### config.mk
export PLATFORM = sky130hd
export DESIGN_NAME = square_motion_ctrl
export DESIGN_NICKNAME = d
export VERILOG_FILES = /design/src/rtl/square_motion_pkg.sv /design/src/rtl/square_axis_stepper.sv /design/src/rtl/square_motion_ctrl.sv
export SDC_FILE = /design/constraint.sdc
export NUM_CORES = 1
export LEC_CHECK = 0
export ABC_AREA = 1
export ABC_CLOCK_PERIOD_IN_PS = 2900
export BUFFER_PORTS_ARGS = -buffer_cell sky130_fd_sc_hd__buf_4
export CAP_MARGIN = 10
export CORE_MARGIN = 2
export CORE_UTILIZATION = 45
export CTS_BUF_LIST = sky130_fd_sc_hd__clkbuf_4 sky130_fd_sc_hd__clkbuf_8 sky130_fd_sc_hd__clkbuf_16
export DETAILED_ROUTE_END_ITERATION = 6
export GPL_TIMING_DRIVEN = 0
export PLACE_DENSITY = 0.64
export SETUP_SLACK_MARGIN = 0.05
export SYNTH_ARGS = -nofsm -noshare
export SYNTH_HDL_FRONTEND = slang
export SYNTH_SLANG_ARGS = --single-unit
### constraint.sdc
create_clock -name clk -period 2.9 [get_ports clk]
set_clock_uncertainty 0.2 [all_clocks]
set_input_delay 0.58 -clock clk [delete_from_list [all_inputs] [get_ports clk]]
set_output_delay 0.58 -clock clk [all_outputs]
set_load 0.01 [all_outputs]
### src/rtl/square_motion_pkg.sv
// Shared types and clamp-bound helpers for the square motion controller.
package square_motion_pkg;

  typedef enum logic [2:0] {
    IDLE,
    SAMPLE,
    MOVE_X,
    MOVE_Y,
    PUBLISH
  } state_t;

  typedef logic [9:0] coord_t;

  // Centre limits that keep the whole square on screen.
  function automatic int bound_lo(input int size);
    return size;
  endfunction

  function automatic int bound_hi(input int pixels, input int size);
    return pixels - 1 - size;
  endfunction

endpackage

### src/rtl/square_axis_stepper.sv
// One axis of square motion: latched key direction, optional acceleration
// (enabled by SQUARE_MOTION_ACCEL_EN), and the clamped shadow coordinate.
module square_axis_stepper
  import square_motion_pkg::*;
#(
  parameter int PIXELS       = 640,
  parameter int SQUARE_SIZE  = 10,
  parameter int INIT         = 320,
  parameter int MAX_SPEED    = 4,
  parameter int ACCEL_FRAMES = 8
) (
  input  logic       clk,
  input  logic       reset,
  input  logic       sample_en,
  input  logic       neg_key,
  input  logic       pos_key,
  input  logic       step_en,
  output logic [9:0] pos
);

  localparam logic signed [10:0] LO = 11'(bound_lo(SQUARE_SIZE));
  localparam logic signed [10:0] HI = 11'(bound_hi(PIXELS, SQUARE_SIZE));

  logic              dir_neg;
  logic              dir_pos;
  coord_t            shadow;
  logic signed [10:0] step;
  logic signed [10:0] delta;
  logic signed [10:0] target;

  function automatic logic [9:0] clamp_pos(input logic signed [10:0] v);
    if (v < LO) return LO[9:0];
    else if (v > HI) return HI[9:0];
    else return v[9:0];
  endfunction

  // Opposing keys cancel, so at most one direction flag is ever set.
  always_ff @(posedge clk) begin
    if (reset) begin
      dir_neg <= 1'b0;
      dir_pos <= 1'b0;
    end else if (sample_en) begin
      dir_neg <= neg_key & ~pos_key;
      dir_pos <= pos_key & ~neg_key;
    end
  end

`ifdef SQUARE_MOTION_ACCEL_EN
  localparam int SPD_W  = $clog2(MAX_SPEED + 1);
  localparam int HOLD_W = (ACCEL_FRAMES > 1) ? $clog2(ACCEL_FRAMES) : 1;

  logic [SPD_W-1:0]  speed;
  logic [HOLD_W-1:0] hold;

  always_ff @(posedge clk) begin
    if (reset) begin
      speed <= SPD_W'(1);
      hold  <= '0;
    end else if (step_en) begin
      if (dir_neg | dir_pos) begin
        if (hold == HOLD_W'(ACCEL_FRAMES - 1)) begin
          hold <= '0;
          if (speed < SPD_W'(MAX_SPEED)) speed <= speed + SPD_W'(1);
        end else begin
          hold <= hold + HOLD_W'(1);
        end
      end else begin
        speed <= SPD_W'(1);
        hold  <= '0;
      end
    end
  end

  assign step = $signed(11'(speed));
`else
  // Fixed unit step; a degenerate zero speed/frame configuration freezes motion.
  assign step = (MAX_SPEED > 0 && ACCEL_FRAMES > 0) ? 11'sd1 : 11'sd0;
`endif

  always_comb begin
    delta = '0;
    if (dir_pos) delta = step;
    else if (dir_neg) delta = -step;
  end

  assign target = $signed({1'b0, shadow}) + delta;

  always_ff @(posedge clk) begin
    if (reset) shadow <= 10'(INIT);
    else if (step_en) shadow <= clamp_pos(target);
  end

  assign pos = shadow;

endmodule

### src/rtl/square_motion_ctrl.sv
// Per-frame square position update: SAMPLE keys, MOVE_X, MOVE_Y, PUBLISH.
// Define SQUARE_MOTION_ACCEL_EN to enable per-axis acceleration.
module square_motion_ctrl
  import square_motion_pkg::*;
#(
  parameter int H_PIXELS     = 640,
  parameter int V_PIXELS     = 480,
  parameter int SQUARE_SIZE  = 10,
  parameter int INIT_X       = 320,
  parameter int INIT_Y       = 240,
  parameter int MAX_SPEED    = 4,
  parameter int ACCEL_FRAMES = 8
) (
  input  logic       clk,
  input  logic       reset,
  input  logic       frame_tick,
  input  logic       u_arr,
  input  logic       d_arr,
  input  logic       l_arr,
  input  logic       r_arr,
  output logic [9:0] pos_x,
  output logic [9:0] pos_y,
  output logic       pos_valid,
  output logic       busy,
  output logic       overrun
);

  state_t state;
  state_t state_nxt;
  logic   sample_en;
  logic   step_x;
  logic   step_y;
  logic   publish;
  coord_t shadow_x;
  coord_t shadow_y;

  always_ff @(posedge clk) begin
    if (reset) state <= IDLE;
    else state <= state_nxt;
  end

  always_comb begin
    state_nxt = state;
    case (state)
      IDLE:    if (frame_tick) state_nxt = SAMPLE;
      SAMPLE:  state_nxt = MOVE_X;
      MOVE_X:  state_nxt = MOVE_Y;
      MOVE_Y:  state_nxt = PUBLISH;
      PUBLISH: state_nxt = IDLE;
      default: state_nxt = IDLE;
    endcase
  end

  always_comb begin
    busy      = (state != IDLE);
    sample_en = (state == SAMPLE);
    step_x    = (state == MOVE_X);
    step_y    = (state == MOVE_Y);
    publish   = (state == PUBLISH);
  end

  square_axis_stepper #(
    .PIXELS      (H_PIXELS),
    .SQUARE_SIZE (SQUARE_SIZE),
    .INIT        (INIT_X),
    .MAX_SPEED   (MAX_SPEED),
    .ACCEL_FRAMES(ACCEL_FRAMES)
  ) u_axis_x (
    .clk      (clk),
    .reset    (reset),
    .sample_en(sample_en),
    .neg_key  (l_arr),
    .pos_key  (r_arr),
    .step_en  (step_x),
    .pos      (shadow_x)
  );

  square_axis_stepper #(
    .PIXELS      (V_PIXELS),
    .SQUARE_SIZE (SQUARE_SIZE),
    .INIT        (INIT_Y),
    .MAX_SPEED   (MAX_SPEED),
    .ACCEL_FRAMES(ACCEL_FRAMES)
  ) u_axis_y (
    .clk      (clk),
    .reset    (reset),
    .sample_en(sample_en),
    .neg_key  (u_arr),
    .pos_key  (d_arr),
    .step_en  (step_y),
    .pos      (shadow_y)
  );

  // Published position only moves on PUBLISH, so a frame never sees a half update.
  always_ff @(posedge clk) begin
    if (reset) begin
      pos_x     <= 10'(INIT_X);
      pos_y     <= 10'(INIT_Y);
      pos_valid <= 1'b0;
      overrun   <= 1'b0;
    end else begin
      pos_valid <= publish;
      overrun   <= frame_tick & busy;
      if (publish) begin
        pos_x <= shadow_x;
        pos_y <= shadow_y;
      end
    end
  end

endmodule
==> reports/results.ini <==
[outcome]
status = finished with violations
violations = DRC

[clock_network]
cts_sinks = 49
cts_hold_buffers = 0
cts_buffer_depth = 2
cts_made_buffers = 5
htree_levels = 2
clk_pin_slew_ns = 0.08
cts_tree = yes
clock_latency_ns = 0.31
clock-root-buffer = clkbuf_8

[synth]
syn_area_mm2 = 0.003012
synth_xor_area_frac = 0.01662
ys_top_cells_by_area = dfxtp_1 (33%), nand2_1 (20%), inv_1 (7.9%), nand3_1 (7.3%), a21oi_1 (5.3%)
synth_cells = 480
synth-edff-count = 0
synth_warnings = 0
synth-compound-area-share = 0.1521
yosys_most_used_dff = dfxtp_1
synth_top_area_cell = dfxtp_1
synth_top_family_by_area = simple AND/OR/NAND/NOR gates
synthMuxAreaShare = 0
yosysSeqAreaShare = 0.3257
yosysTopAreaCellShare = 0.3257
ys_types = 33
syn_nets = 493
ys_ff_latch = 49
async_flop_share = 0
synth_simple_gate_area_frac = 0.3722
avgSynthCellArea_um2 = 6.274
synth_fa_ha_area_frac = 0.02742

[routing]
dr_wl_met2_mm = 3.347
dr.pass1.iters = 7
via_per_inst = 5.309
vias = 3180
drc = 3
routed-wl-met3_um = 394
top_layer = met4
wl_met1_mm = 3.998
drt-initial-drc-count = 139
routed_wl_mm = 7.805
ant_nets = 0
wl_per_cell_um = 13.03

[power]
p_sw_w = 0.0005600
pwr-share-clk = 0.304
combPwrFrac = 0.274
p_per_area_mw_per_mm2 = 480.4
seq_power_share = 0.422
p_leak_nw = 1.822
p_int_w = 0.001154
finalPower_w = 0.001714
ir_drop_uv = 300.8
netSwitchingFraction = 0.3268

[die]
fp.dieW_um = 85.81
core-area_mm2 = 0.006422
die_h_um = 85.81
num_io_pins = 30
rows = 29
die_area_mm2 = 0.007363
start_util = 0.4689

[place]
place_ws_ns = -0.03011
dp_hpwl_mm = 5.852
dpl_cell_area_mm2 = 0.003326
port_buffers = 29
gp_congestion = 0.8718

[global_route]
grt_pass1_wl_mm = 13.28
grt_max_degree = 15
grt_use_total = 0.2211
antenna_found_initial = 0
grt-ovfl-total = 0
grt_pass1_vias = 2844

[final_layout]
fillers = 644
area_delta_synth_final_pct = 18.45
finalNetCount = 534
final_common_cell = nand2_1
fin_area_mm2 = 0.003567
layout_common_cells = nand2_1 (153), inv_1 (61), dfxtp_1 (47)
utilization = 0.5554
antenna_cells = 0
drive_gt1_frac = 0.1705

[sta]
slew_headroom = 0.5767
max_freq_mhz = 369.9
finalSetupTns_ns = 0
final_hold_viol_count = 0
tightest_slew_ns = 0.6349
timing.final.ws_setup_ns = 0.1963
timing.final.crit_share = 0.9323
rsz0062_at_grt = yes
setup_viol = 0
min_period_ns = 2.704
drv_slew = 0

[critical_path]
worstSetupEndpointType = register
arrival_ns = 2.67
worstPathRequired_ns = 2.87
r2r_slack_ns = 0.20
path_class = register to register
worstSetupStartpointType = register
crit_fanout = 9

[job]
max_cap_violations = 0

[hold_path]
hold_path_class = input port to register

==> sequential cells by signal (all words and copies together), names as in the netlist <==
name	flops
overrun	1
u_axis_y.dir_pos	1
state	3
u_axis_x.dir_pos	1
u_axis_y.pos	10
u_axis_y.dir_neg	1
pos_x	10
u_axis_x.dir_neg	1
pos_valid	1
pos_y	10
u_axis_x.pos	10
==> routing by layer <==
metal	vias to the layer above	track usage
li1	1632	-
met1	1449	0.3308
met2	90	0.3381
met3	9	0.03176
met4	0	0.04618
met5	-	0
==> synthesized netlist by cell type, drive strengths merged, types with 3 or more instances <==
library cell,number
nand3,45
xor2,4
a211oi,4
a41oi,6
nand4,4
nor3,3
o21ai,26
dfxtp,49
ha,5
clkbuf,7
buf,4
o211ai,8
a21oi,33
inv,67
nor2,38
nand2,168
==> per-stage QoR <==
stage               cells  hold slack, ns
finish                599          0.2551
global route          599          0.2677
floorplan             480          0.2429
CTS                   595          0.2533
global placement      586          0.2620
detailed placement    586          0.2691
==> power groups by stage <==
| stage | registers (W) | clock network, W | logic (W) |
|---|---|---|---|
| floorplan | 0.000734 | 0 | 0.000325 |
| global placement | 0.000737 | 0 | 0.000417 |
| detailed placement | 0.000738 | 0 | 0.000420 |
| CTS | 0.000722 | 0.000525 | 0.000425 |
| global route | 0.000729 | 0.000550 | 0.000537 |
| finish | 0.000724 | 0.000520 | 0.000470 |
==> cell families after synthesis <==
kind of cell,Yosys count
buffers and inverters,80
adder cells (fa/ha/maj),6
XOR/XNOR,4
AO/OA/AOI/OAI,78
flip-flops,49
AND/OR/NAND/NOR,263
==> critical path, stage by stage (launching register included) <==
cell and delay [ns]:
dfxtp_1 0.30, buf_4 0.16, inv_4 0.09, nand2_1 0.06, ha_2 0.19, fa_2 0.39, inv_1 0.06, nand2_1 0.07
nand2_1 0.08, inv_1 0.04, o21ai_0 0.14, nand2_1 0.07, nor2_1 0.09, nand3_1 0.07, nor2_1 0.26, a21oi_4 0.14
nand2_1 0.09, a21oi_1 0.06
==> repair_timing <==
action	in CTS	in global routing
cloned	1	1
pin swaps	0	3
setup endpoints to repair	7	18
resized for setup	1	25
buffers inserted	0	3
==> final cells by class <==
cell class	instances	area, um^2	area share
flip-flops and latches	49	983.4	0.2757
inverters	69	261.5	0.07331
repair buffers	32	240.2	0.06734
plain buffers	11	63.81	0.01789
multi-input cells	353	1802	0.5051
clock buffers	7	90.09	0.02525
well taps	77	96.34	0.02701
clock inverters	1	30.03	0.008418
==> worst paths after layout <==
path,startpoint,end,cells after the start
setup / recovery,u_axis_y.dir_neg,u_axis_y.pos[0],17
hold / removal,reset,state[0],2
setup reg to reg,u_axis_y.dir_neg,u_axis_y.pos[0],17
hold reg to reg,pos_y[5],pos_y[5],2
No activity file was read; power rests on OpenSTA's default activity.
